## config.mk

```make
export PLATFORM = sky130hd
export DESIGN_NAME = fifo_burst_reader
export DESIGN_NICKNAME = d
export VERILOG_FILES = /design/src/rtl/fifo_burst_reader.sv
export SDC_FILE = /design/constraint.sdc
export NUM_CORES = 1
export LEC_CHECK = 0
export CELL_PAD_IN_SITES_DETAIL_PLACEMENT = 0
export CELL_PAD_IN_SITES_GLOBAL_PLACEMENT = 1
export CORE_MARGIN = 3
export CORE_UTILIZATION = 38
export CTS_CLUSTER_SIZE = 24
export DETAILED_ROUTE_END_ITERATION = 6
export HOLD_SLACK_MARGIN = 0.03
export PLACE_DENSITY_LB_ADDON = 0.1
export SETUP_SLACK_MARGIN = 0.4
export SYNTH_ARGS = -nofsm -noshare
export SYNTH_HDL_FRONTEND = slang
export SYNTH_SLANG_ARGS = --single-unit
export TNS_END_PERCENT = 10
```

## constraint.sdc

```tcl
create_clock -name clk -period 3 [get_ports clk]
set_input_delay 0.75 -clock clk [delete_from_list [all_inputs] [get_ports clk]]
set_output_delay 0.75 -clock clk [all_outputs]
set_load 0.05 [all_outputs]
```

## src/rtl/fifo_burst_reader.sv

```systemverilog
// Read-side master that drains a sync FIFO into a valid/ready stream in bursts of up to BURST_LEN beats.
// Optional FIFO_RD_STATS_EN adds accepted-beat and accepted-burst counters.
//
// state | meaning
// IDLE  | no burst open, waiting for FIFO data
// READ  | issuing FIFO reads for the current burst
// WAIT  | last read tagged, draining buffered beats to the stream
module fifo_burst_reader #(
    parameter int FIFO_WIDTH = 16,
    parameter int FIFO_DEPTH = 8,
    parameter int BURST_LEN  = 4
) (
    input  logic                  clk,
    input  logic                  rst,
    input  logic                  fifo_empty,
    input  logic                  fifo_almostempty,
    input  logic                  fifo_underflow,
    input  logic [FIFO_WIDTH-1:0] fifo_dout,
    output logic                  fifo_rd_en,
    output logic                  m_valid,
    input  logic                  m_ready,
    output logic [FIFO_WIDTH-1:0] m_data,
    output logic                  m_last,
    output logic                  busy,
    output logic                  err_underflow
`ifdef FIFO_RD_STATS_EN
    ,
    output logic [31:0]           stat_beats,
    output logic [15:0]           stat_bursts
`endif
);

    localparam int CNT_MAX = (BURST_LEN > FIFO_DEPTH) ? BURST_LEN : FIFO_DEPTH;
    localparam int CW      = $clog2(CNT_MAX + 1);

    typedef enum logic [1:0] {IDLE, READ, WAIT} state_t;

    state_t                state;
    logic [CW-1:0]         beat_cnt;
    logic [1:0]            ob_cnt;
    logic                  inflight;
    logic                  inflight_last;
    logic [FIFO_WIDTH-1:0] ob0_data;
    logic [FIFO_WIDTH-1:0] ob1_data;
    logic                  ob0_last;
    logic                  ob1_last;
    logic                  pop;
    logic                  push;
    logic                  space_ok;
    logic                  rd_last;

    assign pop  = m_valid && m_ready;
    assign push = inflight;

    // A beat leaving this cycle frees a slot for a read issued this cycle.
    assign space_ok   = ({1'b0, ob_cnt} + {2'b00, inflight}) < (3'd2 + {2'b00, pop});
    assign fifo_rd_en = !rst && (state == READ) && !fifo_empty && space_ok;
    assign rd_last    = fifo_almostempty || (beat_cnt == CW'(BURST_LEN - 1));

    assign m_valid = (ob_cnt != 2'd0);
    assign m_data  = ob0_data;
    assign m_last  = ob0_last;
    assign busy    = (state != IDLE);

    always_ff @(posedge clk) begin
        if (rst) begin
            state         <= IDLE;
            beat_cnt      <= '0;
            ob_cnt        <= 2'd0;
            inflight      <= 1'b0;
            inflight_last <= 1'b0;
            ob0_data      <= '0;
            ob1_data      <= '0;
            ob0_last      <= 1'b0;
            ob1_last      <= 1'b0;
            err_underflow <= 1'b0;
        end else begin
            err_underflow <= err_underflow | fifo_underflow;
            inflight      <= fifo_rd_en;
            if (fifo_rd_en) begin
                inflight_last <= rd_last;
                beat_cnt      <= rd_last ? '0 : beat_cnt + 1'b1;
            end

            // Slot 0 is always the head; slot 1 only fills behind it.
            case ({push, pop})
                2'b10: begin
                    if (ob_cnt == 2'd0) begin
                        ob0_data <= fifo_dout;
                        ob0_last <= inflight_last;
                    end else begin
                        ob1_data <= fifo_dout;
                        ob1_last <= inflight_last;
                    end
                    ob_cnt <= ob_cnt + 2'd1;
                end
                2'b01: begin
                    ob0_data <= ob1_data;
                    ob0_last <= ob1_last;
                    ob_cnt   <= ob_cnt - 2'd1;
                end
                2'b11: begin
                    if (ob_cnt == 2'd1) begin
                        ob0_data <= fifo_dout;
                        ob0_last <= inflight_last;
                    end else begin
                        ob0_data <= ob1_data;
                        ob0_last <= ob1_last;
                        ob1_data <= fifo_dout;
                        ob1_last <= inflight_last;
                    end
                end
                default: ;
            endcase

            case (state)
                IDLE:    if (!fifo_empty) state <= READ;
                READ:    if (fifo_rd_en && rd_last) state <= WAIT;
                WAIT:    if (pop && m_last && (ob_cnt == 2'd1) && !inflight) state <= IDLE;
                default: state <= IDLE;
            endcase
        end
    end

`ifdef FIFO_RD_STATS_EN
    always_ff @(posedge clk) begin
        if (rst) begin
            stat_beats  <= '0;
            stat_bursts <= '0;
        end else begin
            stat_beats  <= stat_beats + {31'd0, pop};
            stat_bursts <= stat_bursts + {15'd0, pop && m_last};
        end
    end
`endif

endmodule

```

# Yosys cells after proc, flatten, opt, wreduce, memory -nomap -nowiden
# Index checks and enable logic that the tools add are counted.
dict set report totals {
  elab_cells 70
  inputBits 22
  register_bits 45
  output_inout_bits 21
}
dict set report classes {
  mux 18
  addsub 5
  bitwise_logic 1
  reduce_logical 22
  n_lt_le_gt_ge 1
  n_eq_ne 13
}
# cell n
set op_table {}
lappend op_table {{$mux W16} 4}
lappend op_table {{$pmux W16 S3} 1}
lappend op_table {{$pmux W16 S2} 1}
lappend op_table {{$ne A2 B2 Y1 const B} 5}
lappend op_table {{$logic_and A1 B1 Y1} 8}
lappend op_table {{$reduce_bool A2 Y1} 4}
lappend op_table {{$eq A2 B1 Y1 const B} 3}
lappend op_table {{$eq A2 B2 Y1 const B} 3}
lappend op_table {{$mux W2} 3}
lappend op_table {{$pmux W2 S3} 1}
lappend op_table {{$reduce_and A3 Y1} 2}
lappend op_table {{$add A4 B1 Y4 const B} 1}
lappend op_table {{$eq A4 B2 Y1 const B} 1}
lappend op_table {{$logic_not A2 Y1} 2}
lappend op_table {{$mux W1} 4}
lappend op_table {{$mux W4} 1}
lappend op_table {{$pmux W2 S2} 1}
lappend op_table {{$add A2 B1 Y3} 1}
lappend op_table {{$add A2 B1 Y3 const A} 1}
lappend op_table {{$logic_not A1 Y1} 3}
lappend op_table {{$lt A3 B3 Y1} 1}
lappend op_table {{$pmux W1 S3} 1}
lappend op_table {{$reduce_bool A3 Y1} 1}
lappend op_table {{$add A2 B1 Y2 const B} 1}
lappend op_table {{6 further kinds} 6}

# Logic depth before layout (Yosys ltp)
# Gate-level depths: netlist of run 1.
dict set report depth {
  word_depth 8
  ltp_mapped 11
  mapped_depth_nobuf 9
}

# Worst setup path before layout of run 1
# OpenSTA, ideal clock, no wires.
dict set report synth_timing {
  kind {input-to-output}
  start {in rst}
  end {out fifo_rd_en}
  required_time_ns 2.250
  cell_stages 4
  n_path_buf 2
  slack_ns 0.406
  t_arrival_ns 1.844
  cell_sequence {buf_6 > or4b_4 > a211oi_2 > buf_6}
}
dict set report synth_via {
  elab_chain_len 4
}
# item line
set synth_lines {}
lappend synth_lines {{start: declaration} 14} ;# input logic rst,
lappend synth_lines {{$logic_not A1 Y1} 57} ;# assign fifo_rd_en = !rst && (state == READ) && !fifo_empty && space_ok;
lappend synth_lines {{$logic_and A1 B1 Y1 (3 in series)} 57}
lappend synth_lines {{end: declaration} 19} ;# output logic fifo_rd_en,
# Every way passes these cells.

# Final worst setup path of run 1
dict set report layout_timing {
  start {in fifo_empty}
  end {out fifo_rd_en}
}
dict set report layout_via {
  elab_chain_len 3
}
# item line
set layout_lines {}
lappend layout_lines {{start: declaration} 15} ;# input logic fifo_empty,
lappend layout_lines {{$logic_not A1 Y1} -}
lappend layout_lines {{$logic_and A1 B1 Y1 (2 in series)} 57}
# Every way passes these cells.

==> metrics.txt, run 1 <==
unrepaired setup endpoints after global routing=true; IO Pins=43; Hold WC Path Type=reg2reg; starting density of the core=40.3%; fmax=389 MHz; slowest cell on the critical path=or4b_4; placed insts=306; Worst Path Max Fanout=2; Critical Path Start Type=primary input; GPL Wtd Cong=0.731; htree depth=2; Final Power=2.34 mW; Finish-stage setup viols=0; Comb pwr share=approximately 47%; num rows=25; fin area=about 2600 sq um; largest net degree at the start of global routing=43; power per cell area=905 nW/um^2; number of global-route vias before repair=1607; via count=1616; Slew HR=53.9%; Detail Route Antenna Nets=0; Power Internal=1.39 mW; GRT overflow=0; final hold viol count=0; Post-CTS Setup Inserts=0; switching share of power=40.7%; skew final=3.91 ps; core box area=approximately 4800 sq um; Crit path required time=2250 ps; net switching power=0.954 mW; Syn Std Cell Area=1950 sq um; Die ar.=6030 sq um; final net count=276; First-pass DRT Iterations=4; worst vdd ir=roughly 0.00043 V; data arrival time of the worst path=1820 ps; Die Span X=77.7 um; CP Class=in2out; Syn Nets=233; CP peak stage delay=530 ps; layout cells sized above 1=12.6%; initial antenna violation count=0; average wire per standard cell=14.0 um; HPWL after DPL=between 3000 and 4000 um; Clock power frac=between 15 and 20%; insertion delay to the later sink of the worst-skew pair=280 ps; Total Routing Usage GR=about 15%; #FFs+latches synth=45; setup_tns=0 ps; clock sink total=45; initial drt markers=40; register area share after synthesis=46.2%; DRC errors left=0; DP Area=2460 sq um; outcome=finished, final reports clean; vias per std cell=between 5 and 6; Max-cap violations=0; yosys warns=0; minimum clock period=2570 ps; fin crit share=a little under nine tenths; Leakage=roughly 0.97 nW; worst hold margin=491 ps; Max Root-Sink Buffers=2; post-route insts no fill=314; fillcell total=451; CP endpoint kind=primary output; Seq pwr share=33.5%; Synth cell types=34; Synth Instances=between 200 and 250; Num CTS Buffers=5; Root Buffer=clkbuf_8; number of diodes=0; synthesized area per cell=between 9 and 10 sq um; Final Slew Violations=0; first-pass GRT wire length=7540 um; clk slew on worst S/H paths=80 ps; worst path cell trace=buf_2 > or4b_4 > a211oi_4 > buf_12; routed wire length=4380 um; Hold-fix buffers, CTS=0; Least-Margin Pin Slew=692 ps; Layout Area Growth over Synthesis=32.6%; port bufs=42; Die H=77.7 um; CTS tree=yes
-- cells in the final DEF (no fill, tap or decap), types with 3 or more instances in the layout --
master	n
a211oi_1	19
a22oi_1	18
buf_4	8
clkbuf_8	6
clkdlybuf4s50_1	37
dfxtp_1	42
dfxtp_2	3
ha_1	7
inv_1	8
mux2i_1	17
nor2_1	41
o21ai_2	3
-- cells in the mapped netlist --
cell type / instances / area (sq um)
dfxtp_1: 45 / 901
nor2_1: 41 / 154
a211oi_1: 19 / 143
a22oi_1: 18 / 135
mux2i_1: 18 / 180
clkbuf_1: 9 / 33.8
ha_1: 8 / 100
inv_1: 8 / 30.0
a21oi_1: 2 / 10.0
a32o_1: 2 / 20.0
buf_2: 2 / 10.0
buf_6: 2 / 22.5
nand2b_1: 2 / 12.5
nand3_1: 2 / 10.0
nor2b_1: 2 / 12.5
nor3b_1: 2 / 15.0
o21ai_2: 2 / 17.5
or2_2: 2 / 12.5
xor2_1: 2 / 17.5
a2111oi_0: 1 / 8.76
a211oi_2: 1 / 12.5
a21o_1: 1 / 7.51
and2_1: 1 / 6.26
and3_1: 1 / 6.26
buf_1: 1 / 3.75
nand2_1: 1 / 3.75
nor4bb_1: 1 / 10.0
o21a_1: 1 / 7.51
o21ai_0: 1 / 5.00
o21ai_1: 1 / 5.00
o31ai_1: 1 / 7.51
o41ai_1: 1 / 8.76
or3b_2: 1 / 8.76
or4b_4: 1 / 13.8
-- worst max-delay path, delay by kind of cell --
family | cells | cell delay [ps]
AND/OR/NAND/NOR | 1 | 530
AO/OA/AOI/OAI | 1 | 250
buffers and inverters | 2 | 280
-- layer usage --
| metal | vias up | global-route usage, % | part of all wire, % |
|---|---|---|---|
| met4 | 0 | 3.74 | 0.66 |
| li1 | 814 | - | - |
| met1 | 765 | 19.5 | 45 |
| met5 | - | 0 | 0 |
| met3 | 4 | 4.06 | 3.9 |
| met2 | 33 | 25.9 | 50 |
-- stage by stage --
| stage | util, % | worst slack [ps] |
|---|---|---|
| 6_report | 53.4 | 432 |
| 4_1_cts | 53.3 | 403 |
| 3_5_place_dp | 50.8 | -22.2 |
| 3_3_place_gp | 50.8 | -20.5 |
| 5_1_grt | 53.4 | 375 |
| 2_1_floorplan | - | 406 |
-- power groups by stage --
stage / Clock, mW / Combinational [mW] / Sequential (mW)
detailed placement: 0 / 1.09 / 0.796
global route: 0.506 / 1.18 / 0.803
finish: 0.465 / 1.09 / 0.785
CTS: 0.475 / 1.11 / 0.787
floorplan: 0 / 0.456 / 1.08
global placement: 0 / 1.08 / 0.790
-- registers in the layout, indices dropped and copies added (netlist names) --
signal         flops
m_data            16
ob1_data          16
err_underflow      1
inflight_last      1
ob1_last           1
state              2
ob_cnt             2
inflight           1
beat_cnt           4
m_last             1
-- logic make-up after synthesis --
group,synth area share (%)
AND/OR/NAND/NOR,13.6
AO/OA/AOI/OAI,19.9
flip-flops,46.2
buffers and inverters,5.13
multiplexers,9.23
adder cells (fa/ha/maj),5.13
XOR/XNOR,0.898
-- timing repair --
action | 4_1_cts | 5_1_grt
setup endpoints to repair | 2 | 2
pin swaps | 2 | 1
gates resized for setup | 16 | 1
-- final cells by class --
type / count / area [sq um] / share of cell area (%)
Multi-Input combinational cell: 136 / 971 / 37.5
Sequential cell: 45 / 905 / 34.9
Timing Repair Buffer: 50 / 483 / 18.7
Clock buffer: 7 / 86.3 / 3.33
Tap cell: 67 / 83.8 / 3.24
Clock inverter: 1 / 30.0 / 1.16
Inverter: 8 / 30.0 / 1.16
-- path summary, 6_finish.rpt --
check	endpoint	slack, ps	depth (start not counted)	startpoint
worst max-delay path	fifo_rd_en	430	4	fifo_empty
worst min-delay path	err_underflow	490	2	err_underflow
worst max register to register	ob1_data[12]	810	10	ob_cnt[1]
worst min register to register	err_underflow	490	2	err_underflow
(Power assumes the default switching activity.)
==> run 2: changes to the inputs <==
CORE_UTILIZATION = 39   (was 38)
CTS_BUF_LIST = sky130_fd_sc_hd__clkbuf_4   (was default)
==> run 2 against run 1 <==
  * Setup slack got worse by 23 ps
  * Largest power group unchanged
  * Clock skew rose by 2.1 ps
  * Worst hold slack lost 12 ps
  * Critical path type unchanged
  * Global-route usage is essentially flat
  * Register-to-register slack worse by 70 ps
  * Routed wire length increased by 2.8%
  * Combinational power is essentially flat
  * Die area shrank 2.4%
  * Sequential share of layout area increased by 0.54 points
==> metrics.txt, run 2 (same netlist as run 1, synthesis figures left out) <==
outcome=finished, final reports clean; CTS tree=yes; most common cell after layout, fill and taps aside=dfxtp_1; htree depth=2; Buf/Inv on CP=2; minimum clock period=between 2000 and 3000 ps; Die Span X=76.7 um; worst path cell trace=dlygate4sd2_1 > or3b_4 > a211oi_4 > buf_12; Slew HR=63.9%; first-pass GRT wire length=between 7000 and 8000 um; routed wire length=4510 um; Top Family by Delay on Critical Path=simple AND/OR/NAND/NOR gates; Num CTS Buffers=5; initial drt markers=44; Worst Path Max Fanout=2; worst vdd ir=0.000417 V; fillcell total=approximately 460; Hold-fix buffers, CTS=0; First-pass DRT Iterations=4; IO Pins=43; placed insts=around 300; layout cells sized above 1=13.7%; CP peak stage delay=410 ps; final net count=278; unrepaired setup endpoints after global routing=true; setup_tns=0 ps; GPL Wtd Cong=0.723; DRC errors left=0; starting density of the core=40.8%; most frequent cells in the layout=42 x dfxtp_1, 41 x nor2_1, 37 x clkdlybuf4s50_1, 19 x a211oi_1; Die H=roughly 77 um; post-route insts no fill=between 300 and 400; number of diodes=0; Finished Core Util=53.6%; via count=about 1600; Least-Margin Pin Slew=between 500 and 600 ps; Final Slew Violations=0; initial antenna violation count=0; Worst R2R Setup Slack=around 740 ps; largest net degree at the start of global routing=43; vias per std cell=5.22; HPWL after DPL=3090 um; skew final=5.97 ps; power per cell area=~850 nW/um^2; Max-cap violations=0; final hold viol count=0; Layout Area Growth over Synthesis=31.3%; Total Routing Usage GR=15.4%; fmax=386 MHz; Leakage=0.947 nW; num rows=25; average wire per standard cell=14.3 um; Root Buffer=clkbuf_4; data arrival time of the worst path=1840 ps; Critical Path Start Type=primary input; clk slew on worst S/H paths=about 130 ps; Die ar.=5890 sq um; CP Class=in2out; number of global-route vias before repair=1596; port bufs=42; CP endpoint kind=primary output; insertion delay to the later sink of the worst-skew pair=350 ps; slowest cell on the critical path=or3b_4; clock sink total=45; Finish-stage setup viols=0; fin crit share=a little under nine tenths; Crit path required time=2250 ps; Max Root-Sink Buffers=2; GRT overflow=0; Hold WC Path Type=reg2reg; Detail Route Antenna Nets=0; core box area=about 4800 sq um
## run 2: cell type report
| cell class | count | area [sq um] | share of cell area (%) |
|---|---|---|---|
| multi-input cells | 136 | 980 | 38.2 |
| flip-flops and latches | 45 | 910 | 35.5 |
| repair buffers | 52 | 505 | 19.7 |
| well taps | 67 | 83.8 | 3.27 |
| clock buffers | 5 | 37.5 | 1.46 |
| inverters | 8 | 30.0 | 1.17 |
| clock inverters | 3 | 17.5 | 0.683 |
## run 2: power by group
part / internal, mW / leakage, nW / switching (mW)
clock: 0.0890 / 0.0326 / 0.186
sequential: 0.717 / 0.369 / 0.0731
combinational: 0.410 / 0.545 / 0.705
total: 1.22 / 0.947 / 0.964
## run 2: routing by layer
metal / GRT usage (%) / up-vias / share of wire (%)
met4: 5.80 / 0 / 1.6
met1: 17.5 / 783 / 42
met5: 0 / - / 0
met3: 4.34 / 8 / 4.8
li1: - / 817 / -
met2: 27.0 / 40 / 52
## run 2: worst min-delay path, stage by stage (launching register included)
cell	delay (ps)
dfxtp_1	330
nor2_1	80
nor2_1	40
## run 2: per-stage QoR
step	hold WS (ps)	cell area, sq um	power (mW)	setup slack (ps)
after global routing	501	2560	2.33	365
after floorplan	450	1950	1.53	406
after CTS	482	2520	2.17	263
after global placement	446	2460	1.86	-8.09
after detailed placement	464	2460	1.88	-19.4
final	478	2560	2.18	409
## run 2: path summary, 6_finish.rpt
path / start / end / cells past startpoint
hold reg to reg: err_underflow / err_underflow / 2
setup / recovery: m_ready / fifo_rd_en / 4
setup reg to reg: ob_cnt[0] / m_data[6] / 10
hold / removal: err_underflow / err_underflow / 2
## run 2: what timing repair did
action / 4_1_cts / 5_1_grt
resized for setup: 7 / 11
buffers inserted: 0 / 4
pin swaps: 2 / 4
setup endpoints to repair: 2 / 1
